### src/rtl/inpass_config_sequencer_pkg.sv
// Shared types and helpers for the InPass4 configuration sequencer.
package inpass_cfg_pkg;

  // Sequencer states; the encoding is fixed so it can be read off a probe.
  typedef enum logic [1:0] {
    IDLE   = 2'd0,
    LOAD   = 2'd1,
    COMMIT = 2'd2,
    SETTLE = 2'd3
  } state_e;

  // Width of the settle counter; holds SettleCycles-1 for SettleCycles up to 15.
  localparam int CNT_W = 4;

  // Index width for a column of num_bels BELs, never narrower than one bit.
  function automatic int calc_iw(input int num_bels);
    return (num_bels > 1) ? $clog2(num_bels) : 1;
  endfunction

endpackage

### src/rtl/inpass_config_sequencer_if.sv
// Valid/ready stream carrying per-BEL mode words into the sequencer.
interface inpass_config_sequencer_if #(
  parameter int NumBels      = 8,
  parameter int NoConfigBits = 4
);
  localparam int IW = inpass_cfg_pkg::calc_iw(NumBels);

  logic                    cfg_valid;
  logic                    cfg_ready;
  logic [IW-1:0]           cfg_index;
  logic [NoConfigBits-1:0] cfg_bits;

  // Fabric-side control logic presents words.
  modport master (
    output cfg_valid,
    output cfg_index,
    output cfg_bits,
    input  cfg_ready
  );

  // The sequencer consumes words.
  modport slave (
    input  cfg_valid,
    input  cfg_index,
    input  cfg_bits,
    output cfg_ready
  );
endinterface

### src/rtl/inpass_config_sequencer_shadow_bank.sv
// Shadow register array holding staged mode words, one slot per BEL.
module inpass_shadow_bank
  import inpass_cfg_pkg::*;
#(
  parameter int NumBels      = 8,
  parameter int NoConfigBits = 4,
  parameter int IW           = 3
) (
  input  logic                            clk,
  input  logic                            rst_n,
  input  logic                            wr_en,
  input  logic [IW-1:0]                   wr_index,
  input  logic [NoConfigBits-1:0]         wr_bits,
  output logic [NumBels*NoConfigBits-1:0] shadow_flat,
  output logic [NumBels*NoConfigBits-1:0] shadow_next_flat
);

  logic [NoConfigBits-1:0] shadow_q [NumBels];
  logic [NoConfigBits-1:0] shadow_d [NumBels];

  // Indexed write port: only the addressed slot takes the new word.
  always_comb begin
    for (int i = 0; i < NumBels; i++) begin
      shadow_d[i] = shadow_q[i];
      if (wr_en && (wr_index == IW'(i))) begin
        shadow_d[i] = wr_bits;
      end
    end
  end

  // Flatten current and next contents in BEL order for the live register.
  always_comb begin
    shadow_flat      = '0;
    shadow_next_flat = '0;
    for (int i = 0; i < NumBels; i++) begin
      shadow_flat[i*NoConfigBits +: NoConfigBits]      = shadow_q[i];
      shadow_next_flat[i*NoConfigBits +: NoConfigBits] = shadow_d[i];
    end
  end

  // Shadow storage; reset returns every BEL to combinational pass-through.
  always_ff @(posedge clk or negedge rst_n) begin
    if (!rst_n) begin
      for (int i = 0; i < NumBels; i++) begin
        shadow_q[i] <= '0;
      end
    end else begin
      for (int i = 0; i < NumBels; i++) begin
        shadow_q[i] <= shadow_d[i];
      end
    end
  end

endmodule

### src/rtl/inpass_config_sequencer.sv
// Stages per-BEL InPass4 mode words and applies them all on one edge at commit.
module inpass_config_sequencer
  import inpass_cfg_pkg::*;
#(
  parameter int  NumBels      = 8,
  parameter int  NoConfigBits = 4,
  parameter int  SettleCycles = 2,
  localparam int IW           = calc_iw(NumBels),
  localparam int BW           = NumBels * NoConfigBits
) (
  input  logic                       UserCLK,
  input  logic                       resetn,
  inpass_config_sequencer_if.slave   cfg_if,
  input  logic                       commit,
  output logic [BW-1:0]              ConfigBits,
  output logic                       busy,
  output logic                       pending,
  output logic                       err_index,
  output logic [IW:0]                word_count
);

  localparam logic [IW:0]      NUM_BELS_W  = (IW+1)'(NumBels);
  localparam logic [IW:0]      WC_MAX      = '1;
  localparam logic [IW:0]      WC_ONE      = (IW+1)'(1);
  localparam logic [CNT_W-1:0] CNT_ONE     = CNT_W'(1);
  localparam logic [CNT_W-1:0] SETTLE_LOAD = CNT_W'(SettleCycles - 1);

  state_e            state_q, state_d;
  logic [CNT_W-1:0]  settle_cnt_q, settle_cnt_d;
  logic [BW-1:0]     config_q, config_d;
  logic [IW:0]       word_count_q, word_count_d;
  logic              err_index_q, err_index_d;
  logic              pending_q, pending_d;

  logic [BW-1:0]     shadow_flat;
  logic [BW-1:0]     shadow_next_flat;
  logic              accept;
  logic              handshake;
  logic              index_ok;
  logic              wr_en;
  logic              bad_index;

  // Accept words only while not committing or settling; decoded from state.
  assign accept           = (state_q == IDLE) || (state_q == LOAD);
  assign cfg_if.cfg_ready = accept;
  assign busy             = (state_q == COMMIT) || (state_q == SETTLE);

  // Classify the handshake as a real write or an out-of-range word to drop.
  assign handshake = cfg_if.cfg_valid && accept;
  assign index_ok  = ({1'b0, cfg_if.cfg_index} < NUM_BELS_W);
  assign wr_en     = handshake && index_ok;
  assign bad_index = handshake && !index_ok;

  inpass_shadow_bank #(
    .NumBels      (NumBels),
    .NoConfigBits (NoConfigBits),
    .IW           (IW)
  ) u_shadow_bank (
    .clk              (UserCLK),
    .rst_n            (resetn),
    .wr_en            (wr_en),
    .wr_index         (cfg_if.cfg_index),
    .wr_bits          (cfg_if.cfg_bits),
    .shadow_flat      (shadow_flat),
    .shadow_next_flat (shadow_next_flat)
  );

  // Next-state logic for the sequencer, live register, counters and flags.
  always_comb begin
    state_d      = state_q;
    settle_cnt_d = settle_cnt_q;
    config_d     = config_q;
    word_count_d = word_count_q;
    err_index_d  = err_index_q;

    case (state_q)
      IDLE, LOAD: begin
        if (wr_en && (word_count_q != WC_MAX)) begin
          word_count_d = word_count_q + WC_ONE;
        end
        if (bad_index) begin
          err_index_d = 1'b1;
        end
        if (commit) begin
          state_d = COMMIT;
        end else if (wr_en) begin
          state_d = LOAD;
        end
      end
      COMMIT: begin
        config_d     = shadow_flat;
        word_count_d = '0;
        err_index_d  = 1'b0;
        settle_cnt_d = SETTLE_LOAD;
        state_d      = SETTLE;
      end
      SETTLE: begin
        if (settle_cnt_q == '0) begin
          state_d = IDLE;
        end else begin
          settle_cnt_d = settle_cnt_q - CNT_ONE;
        end
      end
      default: begin
        state_d = IDLE;
      end
    endcase

    pending_d = (shadow_next_flat != config_d) || (word_count_d != '0);
  end

  // State and output registers; reset clears everything at once, even mid-settle.
  always_ff @(posedge UserCLK or negedge resetn) begin
    if (!resetn) begin
      state_q      <= IDLE;
      settle_cnt_q <= '0;
      config_q     <= '0;
      word_count_q <= '0;
      err_index_q  <= 1'b0;
      pending_q    <= 1'b0;
    end else begin
      state_q      <= state_d;
      settle_cnt_q <= settle_cnt_d;
      config_q     <= config_d;
      word_count_q <= word_count_d;
      err_index_q  <= err_index_d;
      pending_q    <= pending_d;
    end
  end

  assign ConfigBits = config_q;
  assign word_count = word_count_q;
  assign err_index  = err_index_q;
  assign pending    = pending_q;

endmodule
### src/flat_wrapper.sv
// flat-port wrapper written by rule: the top's interface ports become plain ports
module inpass_config_sequencer_flat import inpass_cfg_pkg::*;
#(
  parameter int  NumBels      = 8,
  parameter int  NoConfigBits = 4,
  parameter int  SettleCycles = 2,
  localparam int IW           = calc_iw(NumBels),
  localparam int BW           = NumBels * NoConfigBits
)
  (UserCLK, resetn, commit, ConfigBits, busy, pending, err_index, word_count, cfg_if_cfg_valid, cfg_if_cfg_index, cfg_if_cfg_bits, cfg_if_cfg_ready);
  inpass_config_sequencer_if #(.NumBels(NumBels), .NoConfigBits(NoConfigBits)) cfg_if_i ();
  input  logic UserCLK;
  input  logic resetn;
  input  logic commit;
  output logic [BW-1:0] ConfigBits;
  output logic busy;
  output logic pending;
  output logic err_index;
  output logic [IW:0] word_count;
  input wire logic [$bits(cfg_if_i.cfg_valid)-1:0] cfg_if_cfg_valid;
  input wire logic [$bits(cfg_if_i.cfg_index)-1:0] cfg_if_cfg_index;
  input wire logic [$bits(cfg_if_i.cfg_bits)-1:0] cfg_if_cfg_bits;
  output wire logic [$bits(cfg_if_i.cfg_ready)-1:0] cfg_if_cfg_ready;
  assign cfg_if_i.cfg_valid = cfg_if_cfg_valid;
  assign cfg_if_i.cfg_index = cfg_if_cfg_index;
  assign cfg_if_i.cfg_bits = cfg_if_cfg_bits;
  assign cfg_if_cfg_ready = cfg_if_i.cfg_ready;
  inpass_config_sequencer #(.NumBels(NumBels), .NoConfigBits(NoConfigBits), .SettleCycles(SettleCycles)) u_core (.UserCLK(UserCLK), .resetn(resetn), .cfg_if(cfg_if_i), .commit(commit), .ConfigBits(ConfigBits), .busy(busy), .pending(pending), .err_index(err_index), .word_count(word_count));
endmodule
### config.mk
export PLATFORM = sky130hd
export DESIGN_NAME = inpass_config_sequencer_flat
export DESIGN_NICKNAME = d
export VERILOG_FILES = /design/src/rtl/inpass_config_sequencer_pkg.sv /design/src/rtl/inpass_config_sequencer_if.sv /design/src/rtl/inpass_config_sequencer_shadow_bank.sv /design/src/rtl/inpass_config_sequencer.sv /design/src/flat_wrapper.sv
export SDC_FILE = /design/constraint.sdc
export NUM_CORES = 1
export LEC_CHECK = 0
export CAP_MARGIN = 20
export CELL_PAD_IN_SITES_DETAIL_PLACEMENT = 0
export CELL_PAD_IN_SITES_GLOBAL_PLACEMENT = 2
export CORE_ASPECT_RATIO = 2
export CORE_MARGIN = 10
export CORE_UTILIZATION = 40
export CTS_BUF_LIST = sky130_fd_sc_hd__clkbuf_8
export CTS_CLUSTER_DIAMETER = 30
export CTS_CLUSTER_SIZE = 12
export DETAILED_ROUTE_END_ITERATION = 8
export PLACE_DENSITY_LB_ADDON = 0.1
export SYNTH_ARGS = -nofsm -noshare
export SYNTH_HDL_FRONTEND = slang
export SYNTH_SLANG_ARGS = --single-unit
### constraint.sdc
create_clock -name UserCLK -period 7.45 [get_ports UserCLK]
set_input_delay 1.8625 -clock UserCLK [delete_from_list [all_inputs] [get_ports UserCLK]]
set_output_delay 1.8625 -clock UserCLK [all_outputs]
set_load 0.005 [all_outputs]
==> flow_summary.toml, run 1 <==
[critical_path]
cp.arrival_ns = 4.62
criticalPathCategory = "input port to register"
crit_required_ns = 7.68
cp_max_fo = 8
start_kind = "input port"
worstSetupEndpointType = "register"

[routing]
vias_per_cell = 5.26
wirelength_mm = 9.01
drt_iter0_drc = 90
detail-route-antenna-nets = 0
wl_per_cell_um = 20.0
vias = 2367
drt_first_pass_iters = 5
drc = 0

[placement]
place_inst = 434
placed_area_sq_um = 4130
finalWeightedCongestion = 0.834
dpl_worst_slack_ns = 2.64
buffer_ports.inserted = 49
hpwl_mm = 6.59

[floorplan]
die_area_sq_um = 13300
die_w_um = 86.8
die_h_um = 154
io_pins = 51
rows = 48
start_util_pct = 41.2
core-area_sq_um = 8650

[global_route]
grt.total_usage_pct = 14.4
grt_max_degree = 76
overflow = 0
grt_pass1_vias = 2664
antenna_found_initial = 0
grt_pass1_wl_mm = 14.8

[clock_network]
clock_latency_ns = 0.36
htreeDepth = 3
cts_sinks = 75
cts_buffers = 9
cts_setup_buffers = 0
cts-root-buf = "clkbuf_8"
cts.clk_slew.worst_paths_ns = 0.07
clockBufferDepth = 2
cts_resized = 0
cts_tree = "done"
postCtsHoldBufs = 0

[power]
p_leak_nw = 2.07
ir_worst_vdd_mv = 0.212
power.density_nw_per_um2 = 434

[timing]
slew_viol_final = 0
hold_viol = 0
clock.fmax_mhz = 228
fin_ws_ns = 3.06
setup_viol = 0
finalCritPeriodShare_pct = 59.0
min_period_ns = 4.39
rsz0062_at_grt = "false"
clock-skew-final_ns = 0.00720
tightest_slew_ns = 0.960
tns_ns = 0
slew_headroom_pct = 36.0

[layout]
drive_gt1_share_pct = 20.9
stdcell_area_sq_um = 4330
final_common_cell = "dfrtp_1"
nets = 359
most-common-layout-cells = "75 x dfrtp_1, 48 x clkdlybuf4s50_1, 34 x mux2_2"
area_growth_pct = 21.6
finalNonFillerCells = 450
diodes = 0

[yosys]
synthCells = 294
ys_types = 49
ys_warn_count = 0
synth_nets = 308
syn_area_per_cell_sq_um = 12.1
ys.flop_type = "dfrtp_1"
synth-edff-count = 0
synthArstFlopShare_pct = 100
syn_area_sq_um = 3560
ys_seq_area_share_pct = 52.7
synth.top_cell.area_share_pct = 52.7
synth.area.top_cells = "dfrtp_1 53%, mux2_2 11%, xor2_1 3.9%"
yosys.area.top_type = "dfrtp_1"
ys_ff_latch = 75

[run_status]
status = "finished, final reports clean"

[flow_run]
cap_violations = 0

[min_path]
hold_path.class = "register to register"
-- cell usage after synthesis (2+ instances only) --
master,instances
mux2_2,34
ha_1,3
xor2_1,16
inv_1,14
nor2_1,12
o2111ai_1,2
nand3b_1,2
nor4_1,2
nand3_2,2
dfrtp_1,75
mux2_4,8
nor3_1,2
nand2_1,32
mux2_1,7
mux2i_1,12
o21ai_0,9
o22ai_1,3
a21oi_1,12
and2b_4,2
buf_6,2
nand4_1,3
clkbuf_1,2
a211oi_1,2
nand3_1,6
buf_2,5
a22o_1,2
-- path summary, 6_finish.rpt --
path	from	end	slack (ns)	cells past startpoint
min reg2reg	u_core.u_shadow_bank.shadow_flat[7]	u_core.ConfigBits[7]	0.51	2
min	u_core.u_shadow_bank.shadow_flat[7]	u_core.ConfigBits[7]	0.51	2
max reg2reg	u_core.state_q[1]	u_core.pending	4.31	7
min in group asynchronous	resetn	u_core.settle_cnt_q[2]	1.64	1
max	cfg_if_cfg_valid	u_core.pending	3.06	8
max in group asynchronous	resetn	u_core.u_shadow_bank.shadow_flat[5]	5.17	1
-- registers in the layout (all words and copies together) (netlist names) --
| register | flops |
|---|---|
| u_core.settle_cnt_q | 4 |
| u_core.ConfigBits | 32 |
| u_core.pending | 1 |
| u_core.word_count | 4 |
| u_core.state_q | 2 |
| u_core.u_shadow_bank.shadow_flat | 32 |
-- cell families after synthesis --
logic type,after synthesis,share of synthesized area [%]
other cells,1,0.105
flops,75,52.7
simple gates,76,12.0
buf+inv,24,3.23
fa+ha+maj,3,1.05
xor+xnor,16,3.93
compound gates,38,7.37
mux,61,19.7
-- area by class of cell --
class	instances	area, sq um
clock buffer	9	124
sequential	75	1880
multi-input combinational	195	1580
clock inverter	7	85.1
tap	100	125
inverter	14	52.6
timing repair buffer	50	495
fill	795	4310
-- power by group --
part	total, mW	internal, mW	switching [mW]
Clock	0.340	0.185	0.155
Sequential	0.710	0.585	0.125
Combinational	0.832	0.433	0.399
Total	1.88	1.20	0.679
-- per-stage QoR --
| stage | hold WS [ns] | util [%] | power [mW] |
|---|---|---|---|
| after floorplan | 0.455 | - | 1.24 |
| after global placement | 0.472 | 47.7 | 1.56 |
| after detailed placement | 0.485 | 47.7 | 1.57 |
| after CTS | 0.503 | 50.1 | 1.91 |
| after global routing | 0.540 | 50.1 | 2.03 |
| final | 0.506 | 50.1 | 1.88 |
-- critical path: stages --
cell and delay, ns:
clkdlybuf4s50_1 0.66, nand2_1 0.12, nor2_1 0.39, mux2_2 0.41, xor2_1 0.18, nor4_2 0.31
o2111ai_1 0.16, or4_1 0.53
-- per-layer routing --
metal	track usage [%]	wire, um
met1	16.1	3610
met2	24.6	4830
met3	3.70	368
met4	6.21	206
met5	0	0
Power figures use the tool's default switching activity.
==> run 2, diff against run 1 <==
--- a/config.mk
+++ b/config.mk
@@ -10,7 +10,7 @@
 export CELL_PAD_IN_SITES_GLOBAL_PLACEMENT = 2
 export CORE_ASPECT_RATIO = 2
 export CORE_MARGIN = 10
-export CORE_UTILIZATION = 40
+export CORE_UTILIZATION = 34
 export CTS_BUF_LIST = sky130_fd_sc_hd__clkbuf_8
 export CTS_CLUSTER_DIAMETER = 30
 export CTS_CLUSTER_SIZE = 12
==> constraint.sdc (replaced) <==
create_clock -name UserCLK -period 3.9 [get_ports UserCLK]
set_input_delay 0.975 -clock UserCLK [delete_from_list [all_inputs] [get_ports UserCLK]]
set_output_delay 0.975 -clock UserCLK [all_outputs]
set_load 0.005 [all_outputs]
==> run 2 against run 1 <==
Effect of this change: wire length is 3.9% higher; clock power is 90% higher; sequential power is 89% higher; worst hold slack worse by 0.0019 ns; register-to-register slack worse by 3.4 ns; via count is 1.6% higher; sequential share of layout area is 1.2 points lower; sequential cell count stayed put; clock skew is 0.0027 ns lower.
==> flow_summary.toml, run 2 (same netlist as run 1, synthesis figures left out) <==
[layout]
diodes = 0
nets = 369
final_common_cell = "dfrtp_1"
area_growth_pct = 25.0
drive_gt1_share_pct = 23.6
most-common-layout-cells = "75 x dfrtp_1, 48 x clkdlybuf4s50_1, 34 x mux2_2"

[clock_network]
cts_resized = 0
cts_setup_buffers = 0
htreeDepth = 3
cts-root-buf = "clkbuf_8"
cts.clk_slew.worst_paths_ns = 0.08
cts_tree = "done"
cts_buffers = 9
postCtsHoldBufs = 0
clockBufferDepth = 2
cts_sinks = 75
clock_latency_ns = 0.35

[power]
seq_power_share_pct = 36.8
p_leak_nw = 2.12
p_sw_mw = 1.31
power.density_nw_per_um2 = 816
p_int_mw = 2.33
switching_share_pct = 36.0
pwr-share-clk_pct = 17.8
p_comb_share_pct = 45.5
ir_worst_vdd_mv = 0.331

[critical_path]
worstSetupEndpointType = "register"
crit_required_ns = 4.12
cp_max_fo = 4
cp.arrival_ns = 3.65
start_kind = "input port"
criticalPathCategory = "input port to register"

[floorplan]
start_util_pct = 34.9
die_area_sq_um = 15200
io_pins = 51
die_h_um = 165
die_w_um = 92.4
rows = 52
core-area_sq_um = 10200

[timing]
setup_viol = 0
clock.fmax_mhz = 292
slew_viol_final = 0
rsz0062_at_grt = "false"
clock-skew-final_ns = 0.00451
finalCritPeriodShare_pct = 87.8
hold_viol = 0
tightest_slew_ns = 0.999
tns_ns = 0
min_period_ns = 3.43
fin_ws_ns = 0.474
slew_headroom_pct = 33.4

[routing]
drt_iter0_drc = 87
vias_per_cell = 4.86
dr_wl_met2_mm = 5.19
wl_met1_mm = 3.69
route.met3.wl_um = 341
detail-route-antenna-nets = 0
vias = 2406
drt_first_pass_iters = 4
wirelength_mm = 9.36
drc = 0
top_layer_used = "met4"
wl_per_cell_um = 18.9

[global_route]
overflow = 0
grt_pass1_wl_mm = 15.3
grt_max_degree = 76
grt_pass1_vias = 2675
grt.total_usage_pct = 13.1
antenna_found_initial = 0

[run_status]
status = "finished, final reports clean"

[min_path]
hold_path.class = "register to register"

[placement]
finalWeightedCongestion = 0.775
dpl_worst_slack_ns = 0.0438
buffer_ports.inserted = 49
hpwl_mm = 6.93

[flow_run]
cap_violations = 0
[run 2: changes by cell type in the layout (fill, tap and decap cells not counted)]
| cell | previous run | this run |
|---|---|---|
| buf_4 | 2 | 12 |
| bufinv_16 | 2 | 1 |
| inv_1 | 16 | 14 |
| clkbuf_8 | 9 | 12 |
[run 2: final cells by class]
| class | count | area, sq um |
|---|---|---|
| Clock inverter | 4 | 47.5 |
| Inverter | 14 | 52.6 |
| Sequential cell | 75 | 1880 |
| Tap cell | 135 | 169 |
| Timing Repair Buffer | 60 | 571 |
| Fill cell | 1023 | 5760 |
| Multi-Input combinational cell | 195 | 1580 |
| Clock buffer | 12 | 165 |
[run 2: power by group through the flow]
stage	logic [mW]	clock network [mW]	registers, mW
final	1.65	0.647	1.34
after global routing	1.85	0.700	1.38
after CTS	1.70	0.669	1.34
after detailed placement	1.69	0	1.36
after global placement	1.69	0	1.36
after floorplan	1.05	0	1.31
[run 2: worst max-delay path, cell delays in order]
cell and delay [ns]:
clkdlybuf4s50_1 0.58, nor3b_2 0.27, nand3_2 0.24, mux2_4 0.38
xor2_1 0.18, nor4_2 0.29, o2111ai_1 0.19, or4_1 0.54
[run 2: through the flow]
stage	cell area [sq um]	hold WS (ns)	std cells	power, mW	util (%)
after floorplan	3560	0.455	294	2.36	-
after global placement	4240	0.472	479	3.04	41.5
after detailed placement	4240	0.488	479	3.05	41.5
after CTS	4460	0.509	495	3.71	43.6
after global routing	4460	0.545	495	3.93	43.6
final	4460	0.504	495	3.64	43.6
[run 2: final timing paths]
path / from / endpoint / slack, ns / cells past startpoint
worst min register to register: u_core.u_shadow_bank.shadow_flat[7] / u_core.ConfigBits[7] / 0.50 / 2
worst min-delay path: u_core.u_shadow_bank.shadow_flat[7] / u_core.ConfigBits[7] / 0.50 / 2
worst max register to register: u_core.state_q[1] / u_core.pending / 0.90 / 8
max in group asynchronous: resetn / u_core.u_shadow_bank.shadow_flat[9] / 2.47 / 1
worst max-delay path: cfg_if_cfg_index[1] / u_core.pending / 0.47 / 8
min in group asynchronous: resetn / u_core.settle_cnt_q[2] / 0.76 / 1
[run 2: metal layers]
metal / vias up / track usage (%)
li1: 1150 / -
met1: 1211 / 14.4
met2: 36 / 23.3
met3: 9 / 3.59
met4: 0 / 5.08
met5: - / 0
